File: src/rtl/dct_pkg.sv
// Shared constants, types and FSM encoding for the 8-point forward and inverse DCT.
// Both directions use the same integer cosine factors and width constants.
package dct_pkg;
  localparam int DATA_IN_SIGNED_WIDTH  = 19;
  localparam int DATA_OUT_SIGNED_WIDTH = 9;
  localparam int FACTOR_SIGNED_WIDTH   = 5;
  localparam int ACC_WIDTH             = 28;
  localparam int SHIFT                 = 10;
  localparam int NUM_PTS               = 8;

  typedef logic signed [FACTOR_SIGNED_WIDTH-1:0]   fac_t;
  typedef logic signed [DATA_IN_SIGNED_WIDTH-1:0]  coef_t;
  typedef logic signed [ACC_WIDTH-1:0]             acc_t;
  typedef logic signed [DATA_OUT_SIGNED_WIDTH-1:0] smp_t;

  localparam fac_t C1 = 5'sd15;
  localparam fac_t C2 = 5'sd14;
  localparam fac_t C3 = 5'sd13;
  localparam fac_t C4 = 5'sd11;
  localparam fac_t C5 = 5'sd9;
  localparam fac_t C6 = 5'sd6;
  localparam fac_t C7 = 5'sd3;

  typedef enum logic [2:0] {
    IDLE = 3'd0,
    MUL  = 3'd1,
    SUM  = 3'd2,
    BFLY = 3'd3,
    OUT  = 3'd4
  } idct_state_e;

  function automatic acc_t fmul(coef_t x, fac_t c);
    return acc_t'(x) * acc_t'(c);
  endfunction
endpackage

File: src/rtl/idct_8point_if.sv
// Coefficient-in / sample-out handshake bundle for the 8-point IDCT.
interface idct_8point_if;
  import dct_pkg::*;
  logic                      ena;
  coef_t [NUM_PTS-1:0]       data_in;
  smp_t  [NUM_PTS-1:0]       data_out;
  logic                      done;
  logic                      busy;

  modport master (output ena, data_in, input data_out, done, busy);
  modport slave  (input ena, data_in, output data_out, done, busy);
endinterface

File: src/rtl/idct_round_sat.sv
// Round-half-up, arithmetic shift by SHIFT, then clamp into the signed sample range.
module idct_round_sat
  import dct_pkg::*;
(
  input  acc_t acc,
  output smp_t q
);
  localparam acc_t RND  = acc_t'(1 << (SHIFT - 1));
  localparam acc_t MAXV = acc_t'((1 << (DATA_OUT_SIGNED_WIDTH - 1)) - 1);
  localparam acc_t MINV = -acc_t'(1 << (DATA_OUT_SIGNED_WIDTH - 1));

  acc_t sh;

  always_comb begin
    sh = (acc + RND) >>> SHIFT;
    if (sh > MAXV)      q = smp_t'(MAXV);
    else if (sh < MINV) q = smp_t'(MINV);
    else                q = smp_t'(sh);
  end
endmodule

File: src/rtl/idct_8point.sv
// 8-point inverse DCT: capture, multiply, even/odd sums, butterfly, round/saturate.
// One vector every five cycles; results registered on the OUT edge.
module idct_8point
  import dct_pkg::*;
(
  input  logic          clk,
  input  logic          rst,
  idct_8point_if.slave  io
);
  localparam fac_t ODD_F [4] = '{C1, C3, C5, C7};

  idct_state_e state, state_nxt;

  coef_t x_r [NUM_PTS];
  acc_t  po  [4][4];  // po[j][k] = X(2j+1) * ODD_F[k]
  acc_t  pe  [6];
  acc_t  ev  [4];
  acc_t  od  [4];
  acc_t  [NUM_PTS-1:0] acc_r;
  smp_t  [NUM_PTS-1:0] sat_q;
  smp_t  [NUM_PTS-1:0] dout;
  logic  done_r, busy_r;

  always_ff @(posedge clk) begin
    if (rst) state <= IDLE;
    else     state <= state_nxt;
  end

  always_comb begin
    state_nxt = IDLE;
    case (state)
      IDLE:    state_nxt = io.ena ? MUL : IDLE;
      MUL:     state_nxt = SUM;
      SUM:     state_nxt = BFLY;
      BFLY:    state_nxt = OUT;
      OUT:     state_nxt = IDLE;
      default: state_nxt = IDLE;
    endcase
  end

  always_ff @(posedge clk) begin
    if (rst) begin
      for (int i = 0; i < NUM_PTS; i++) x_r[i] <= '0;
      for (int j = 0; j < 4; j++)
        for (int k = 0; k < 4; k++) po[j][k] <= '0;
      for (int i = 0; i < 6; i++) pe[i] <= '0;
      for (int i = 0; i < 4; i++) begin
        ev[i] <= '0;
        od[i] <= '0;
      end
      acc_r  <= '0;
      dout   <= '0;
      done_r <= 1'b0;
      busy_r <= 1'b0;
    end else begin
      done_r <= 1'b0;
      case (state)
        IDLE: if (io.ena) begin
          for (int i = 0; i < NUM_PTS; i++) x_r[i] <= io.data_in[i];
          busy_r <= 1'b1;
        end
        MUL: begin
          for (int j = 0; j < 4; j++)
            for (int k = 0; k < 4; k++) po[j][k] <= fmul(x_r[2*j+1], ODD_F[k]);
          pe[0] <= fmul(x_r[0], C4);
          pe[1] <= fmul(x_r[2], C2);
          pe[2] <= fmul(x_r[2], C6);
          pe[3] <= fmul(x_r[4], C4);
          pe[4] <= fmul(x_r[6], C6);
          pe[5] <= fmul(x_r[6], C2);
        end
        SUM: begin
          ev[0] <= pe[0] + pe[1] + pe[3] + pe[4];
          ev[1] <= pe[0] + pe[2] - pe[3] - pe[5];
          ev[2] <= pe[0] - pe[2] - pe[3] + pe[5];
          ev[3] <= pe[0] - pe[1] + pe[3] - pe[4];
          od[0] <= po[0][0] + po[1][1] + po[2][2] + po[3][3];
          od[1] <= po[0][1] - po[1][3] - po[2][0] - po[3][2];
          od[2] <= po[0][2] - po[1][0] + po[2][3] + po[3][1];
          od[3] <= po[0][3] - po[1][2] + po[2][1] - po[3][0];
        end
        BFLY: begin
          for (int n = 0; n < 4; n++) begin
            acc_r[n]   <= ev[n] + od[n];
            acc_r[7-n] <= ev[n] - od[n];
          end
        end
        OUT: begin
          dout   <= sat_q;
          done_r <= 1'b1;
          busy_r <= 1'b0;
        end
        default: busy_r <= 1'b0;
      endcase
    end
  end

  idct_round_sat u_rs [NUM_PTS-1:0] (.acc(acc_r), .q(sat_q));

  assign io.data_out = dout;
  assign io.done     = done_r;
  assign io.busy     = busy_r;
endmodule

File: src/flat_wrapper.sv
// flat-port wrapper written by rule: the top's interface ports become plain ports
module idct_8point_flat import dct_pkg::*;
  (clk, rst, io_ena, io_data_in, io_data_out, io_done, io_busy);
  idct_8point_if io_i ();
  input  logic clk;
  input  logic rst;
  input wire logic [$bits(io_i.ena)-1:0] io_ena;
  input wire logic [$bits(io_i.data_in)-1:0] io_data_in;
  output wire logic [$bits(io_i.data_out)-1:0] io_data_out;
  output wire logic [$bits(io_i.done)-1:0] io_done;
  output wire logic [$bits(io_i.busy)-1:0] io_busy;
  assign io_i.ena = io_ena;
  assign io_i.data_in = io_data_in;
  assign io_data_out = io_i.data_out;
  assign io_done = io_i.done;
  assign io_busy = io_i.busy;
  idct_8point u_core (.clk(clk), .rst(rst), .io(io_i));
endmodule
File: config.mk
export PLATFORM = sky130hd
export DESIGN_NAME = idct_8point_flat
export DESIGN_NICKNAME = d
export VERILOG_FILES = /design/src/rtl/dct_pkg.sv /design/src/rtl/idct_8point_if.sv /design/src/rtl/idct_round_sat.sv /design/src/rtl/idct_8point.sv /design/src/flat_wrapper.sv
export SDC_FILE = /design/constraint.sdc
export NUM_CORES = 2
export LEC_CHECK = 0
export CAP_MARGIN = 20
export CORE_MARGIN = 2
export CORE_UTILIZATION = 25
export CTS_CLUSTER_SIZE = 16
export DETAILED_ROUTE_END_ITERATION = 10
export DONT_BUFFER_PORTS = 1
export GPL_TIMING_DRIVEN = 0
export SYNTH_ARGS = -nofsm -noshare
export SYNTH_HDL_FRONTEND = slang
export SYNTH_SLANG_ARGS = --single-unit
File: constraint.sdc
create_clock -name clk -period 43.4 [get_ports clk]
set_input_delay 6.51 -clock clk [delete_from_list [all_inputs] [get_ports clk]]
set_output_delay 6.51 -clock clk [all_outputs]
set_load 0.02 [all_outputs]
; Word-level counts from Yosys, hierarchy flattened
; Memory sizes are Yosys's and may differ from the RTL's.
; Index checks and enable logic that the tools add are counted.
[totals]
regBits = 301
ramBits = 992
wordCells = 220
mem_count = 5
[memory_table]
columns = name, words, word_bits, read_ports, rd_clocked_by_memory_dff, wr, line_no
row1 = u_core.po, 4, 112, 4, 0, 4, idct_8point.sv:15  ; acc_t po [4][4];
row2 = u_core.pe, 6, 28, 6, 0, 6, idct_8point.sv:16  ; acc_t pe [6];
row3 = u_core.x_r, 8, 19, 8, 0, 8, idct_8point.sv:14  ; coef_t x_r [NUM_PTS];
row4 = u_core.ev, 4, 28, 4, 0, 4, idct_8point.sv:17  ; acc_t ev [4];
row5 = u_core.od, 4, 28, 4, 0, 4, idct_8point.sv:18  ; acc_t od [4];
[op_classes]
addsub = 40
n_mul = 22
n_lt_le_gt_ge = 16
eq_ne = 5
n_mux = 71
bitwise = 39
reduce_logical = 3
[ops]
columns = operator, n
row1 = $mux 28, 30
row2 = $add 28x28->28, 16
row3 = $sub 28x28->28, 16
row4 = $mul 19x5->24 const B, 14
row5 = $add 28x11->28 const B, 8
row6 = $mux 19, 8
row7 = $gt 18x9->1 const B, 8
row8 = $lt 18x9->1 const B, 8
row9 = $mux 9, 16
row10 = $mul 19x3->22 const B, 6
row11 = $mul 19x4->23 const B, 2
row12 = $or 1x1->1, 38
row13 = $mux 1, 15
row14 = $pmux 3 s4, 1
row15 = $eq 3x2->1 const B, 2
row16 = $eq 3x1->1 const B, 1
row17 = $eq 3x3->1 const B, 1
row18 = $logic_not 3->1, 1
row19 = $reduce_or 3->1, 1
row20 = $ne 2x2->1 const B, 1
row21 = $pmux 1 s2, 1
row22 = $reduce_and 2->1, 1
row23 = $not 1->1, 1

; Longest topological paths before layout
[logic_depth]
depth_word = 5
depth_mapped = 19

; Hierarchy
; From an unflattened synthesis, not the netlist that was laid out.
[hier_totals]
cells_unflattened = 11426
hier_area_um2 = 105765.2
[by_module_without_submodules]
columns = module, n_inst, cells_per_inst, area_each_um2, seq_area_each_um2
row1 = idct_8point, 1, 10739, 101075.7, 31980.7
row2 = idct_round_sat at u_core.u_rs[0] ..., 7, 86, 583.1, 0.0
row3 = idct_round_sat at u_core.u_rs[7], 1, 85, 608.1, 0.0

; Worst setup path after synthesis
; No wires, ideal clock.
[synth_timing]
path_type = input to register
startpoint = input rst
endpoint = memory u_core.pe[0][0] in the netlist's numbering, enable pin
setup_ns = 0.947
arrival_ns = 18.773
required_ns = 42.453
slack_ns = 23.680
path_stages = 3
path_cell_list = clkbuf_1 -> clkbuf_1 -> nand2b_1
[synth_rtl]
columns = item, line_no
row1 = "start, declared", flat_wrapper.sv:6  ; input logic rst;
row2 = "end, declared", idct_8point.sv:16

==> results.json <==
{
  "syn_inst": 10300,
  "cts-resized-gates": 0,
  "overflow": 0,
  "timing_worst_setup_path_type": "input pin to register",
  "holdBufCountCts": 0,
  "antenna_found_initial": 118,
  "fmax_mhz": 104,
  "tritoncts": "built",
  "wirelength_um": 328000,
  "cts-root-buf": "clkbuf_16",
  "leakage_nw": 49.0,
  "syn-mean-instance-area_um2": 9.50,
  "status": "complete, no violations",
  "busiest_layer": "met2",
  "die_area_mm2": 0.397,
  "use_met3_pct": 3.48,
  "p_per_area_mw_per_mm2": 80.6,
  "hp-class": "register to register",
  "hold_viol_final": 0,
  "drc": 0,
  "grt_max_degree": 68,
  "syn_area_mm2": 0.0980,
  "clock_latency_ns": 0.86,
  "cts_num_sinks": 1096,
  "drt-initial-drc-count": 6410,
  "post-place-cells": 15600,
  "via_count": 73400,
  "nets": 12500,
  "yosysSeqAreaShare_pct": 31.2,
  "max_slew.worst_pin.slew_ns": 1.27,
  "yosys_warnings": 0,
  "ys_types": 85,
  "synth_top_flop_cell": "edfxtp_1",
  "hpwl_um": 277000,
  "post_cts_buffers": 0,
  "syn2layout_area_growth_pct": 12.4,
  "fin_crit_sh_pct": 22.2,
  "syn-num-nets": 12300,
  "period_minus_slack_ns": 9.65,
  "synth_top_area_cell": "edfxtp_1",
  "globalRouteMet2Util_pct": 25.4,
  "grtUsageMet1_pct": 21.9,
  "track_usage_pct": 16.2,
  "cts_made_buffers": 145,
  "post-route-util_pct": 28.3,
  "critical_path.max_fanout": 67,
  "core-area_mm2": 0.390,
  "drv_slew": 0,
  "synthTopCellsByArea": "edfxtp_1, fa_1, ha_1",
  "crit_required_ns": 43.90,
  "slew_headroom_pct": 14.2,
  "first_global_vias": 71200,
  "end_kind": "register",
  "startpoint_type": "input pin",
  "post_drt_wl_per_cell_um": 20.7,
  "portBuffers": 0,
  "drt_first_pass_iters": 8,
  "synth_top_cell_area_share_pct": 26.6,
  "max_cap_violations": 0,
  "ys_ff_latch": 1096,
  "pin_count": 229,
  "die_x_um": 630,
  "routed_via_density": 4.63,
  "die_h_um": 630,
  "setup_viol": 0,
  "peakVddDrop_mv": 0.0473,
  "rows": 229,
  "gp_congestion": 0.945,
  "fin_tns_setup_ns": 0,
  "clockBufferDepth": 4,
  "fin_skew_ns": 0.0560,
  "drive_gt1_share_pct": 3.28,
  "critPathArrivalTime_ns": 10.16,
  "synth_edf_count": 867,
  "h-tree-depth": 4,
  "ant_nets": 0,
  "fillers": 41200,
  "clk_pin_slew_ns": 0.06,
  "initial_core_util_pct": 25.2,
  "fin_cells": 15800,
  "async_flop_share_pct": 0,
  "grt_pass1_wl_um": 474000,
  "rsz0062_at_grt": "no"
}
layout by cell type, fill, tap and decap left out, types with 26 or more instances in the layout:
| master | instances |
|---|---|
| nor3b_1 | 26 |
| nand2_1 | 448 |
| a21oi_1 | 545 |
| xnor2_1 | 472 |
| nor2b_1 | 122 |
| o21a_1 | 68 |
| a31oi_1 | 103 |
| and3_1 | 259 |
| nor2_1 | 986 |
| a21o_1 | 206 |
| clkbuf_1 | 233 |
| or3_1 | 65 |
| o31ai_1 | 53 |
| nand3_1 | 157 |
| nand2b_1 | 107 |
| ha_1 | 1086 |
| fa_1 | 724 |
| o21ai_0 | 347 |
| o21bai_1 | 83 |
| diode_2 | 32 |
| o211ai_1 | 29 |
| edfxtp_1 | 867 |
| and2_1 | 53 |
| nor4_1 | 35 |
| nor3_1 | 246 |
| xor2_1 | 276 |
| clkbuf_16 | 147 |
| a211oi_1 | 138 |
| nand4_1 | 48 |
| inv_1 | 1934 |
| dfxtp_1 | 229 |
power breakdown:
group / internal (W) / switching, W
clock network: 0.000726 / 0.000508
logic: 0.00225 / 0.00377
registers: 0.00140 / 0.000224
worst max-delay path, stage by stage:
cell	delay, ns
clkbuf_1	0.39
clkbuf_2	0.71
nand2b_4	0.69
buf_16	0.31
buf_16	0.31
buf_16	0.34
buf_16	0.33
buf_16	0.30
final timing paths:
check	cells after the start	to	startpoint	slack, ns
worst min-delay path	2	u_core.acc_r[195]	u_core.acc_r[195]	0.49
worst min register to register	2	u_core.acc_r[195]	u_core.acc_r[195]	0.49
worst max-delay path	8	u_core.po[1][16]	rst	33.75
worst max register to register	18	u_core.po[0][106]	u_core.x_r[0][21]	37.12
stage by stage:
stage / instance area (µm²) / power [W] / hold WS (ns) / worst slack (ns)
after floorplan: 98000 / 0.00570 / 0.445 / 23.68
after global placement: 105000 / 0.00760 / 0.463 / 15.96
after detailed placement: 105000 / 0.00756 / 0.477 / 32.80
after CTS: 110000 / 0.00884 / 0.484 / 33.70
after global routing: 110000 / 0.00955 / 0.500 / 33.60
final: 110000 / 0.00888 / 0.486 / 33.75
sequential cells by signal (all words and copies together) (netlist names), 3 cells and up:
signal	flops
u_core.od	112
u_core.acc_r	152
u_core.x_r	152
u_core.pe	134
u_core.io.data_out	72
u_core.state	3
u_core.ev	111
u_core.po	358
cell families (layout without fill, tap and decap cells):
family / after synthesis / count (layout) / share of synthesized area, %
AO/OA/AOI/OAI: 1841 / 1841 / 12.1
adder cells (fa/ha/maj): 1810 / 1810 / 28.7
XOR/XNOR: 748 / 748 / 6.68
buffers and inverters: 2170 / 2465 / 8.31
AND/OR/NAND/NOR: 2636 / 2636 / 12.8
other: 0 / 32 / 0
multiplexers: 18 / 18 / 0.185
flip-flops: 1096 / 1096 / 31.2
area by class of cell:
class | instances | area, µm² | share of cell area, %
diodes | 32 | 80.1 | 0.0727
repair buffers | 39 | 778 | 0.706
well taps | 5197 | 6500 | 5.90
flip-flops and latches | 1096 | 30600 | 27.8
multi-input cells | 7053 | 59300 | 53.8
plain buffers | 231 | 891 | 0.808
clock buffers | 182 | 3870 | 3.51
clock inverters | 74 | 887 | 0.805
inverters | 1939 | 7280 | 6.60
cells in the mapped netlist (15+ instances only):
| cell | n |
|---|---|
| a21oi_1 | 545 |
| a31oi_1 | 103 |
| nand2_1 | 448 |
| o31a_1 | 15 |
| clkbuf_1 | 220 |
| a21boi_0 | 17 |
| a211o_1 | 16 |
| a41oi_1 | 18 |
| nor2b_1 | 123 |
| xor2_1 | 276 |
| nor2_1 | 987 |
| a31o_2 | 16 |
| edfxtp_1 | 867 |
| o41ai_1 | 20 |
| nor4_1 | 35 |
| dfxtp_1 | 229 |
| a311oi_1 | 16 |
| o21bai_1 | 84 |
| o21a_1 | 68 |
| nor3b_1 | 26 |
| o211ai_1 | 29 |
| nand3_1 | 157 |
| and2_1 | 53 |
| nand4_1 | 48 |
| nor3_1 | 248 |
| or2_2 | 25 |
| and3_1 | 259 |
| or3_1 | 65 |
| ha_1 | 1086 |
| a2111oi_0 | 25 |
| o31ai_1 | 53 |
| fa_1 | 724 |
| a211oi_1 | 138 |
| xnor2_1 | 472 |
| nand2b_1 | 109 |
| a21o_1 | 206 |
| o21ba_2 | 16 |
| inv_1 | 1934 |
| o21ai_0 | 347 |
| mux2i_1 | 17 |
layer usage:
metal	vias up	routed length, µm
li1	35000	-
met1	35500	144000
met2	2347	144000
met3	483	27100
met4	62	13000
met5	-	363
(Power assumes the default switching activity.)
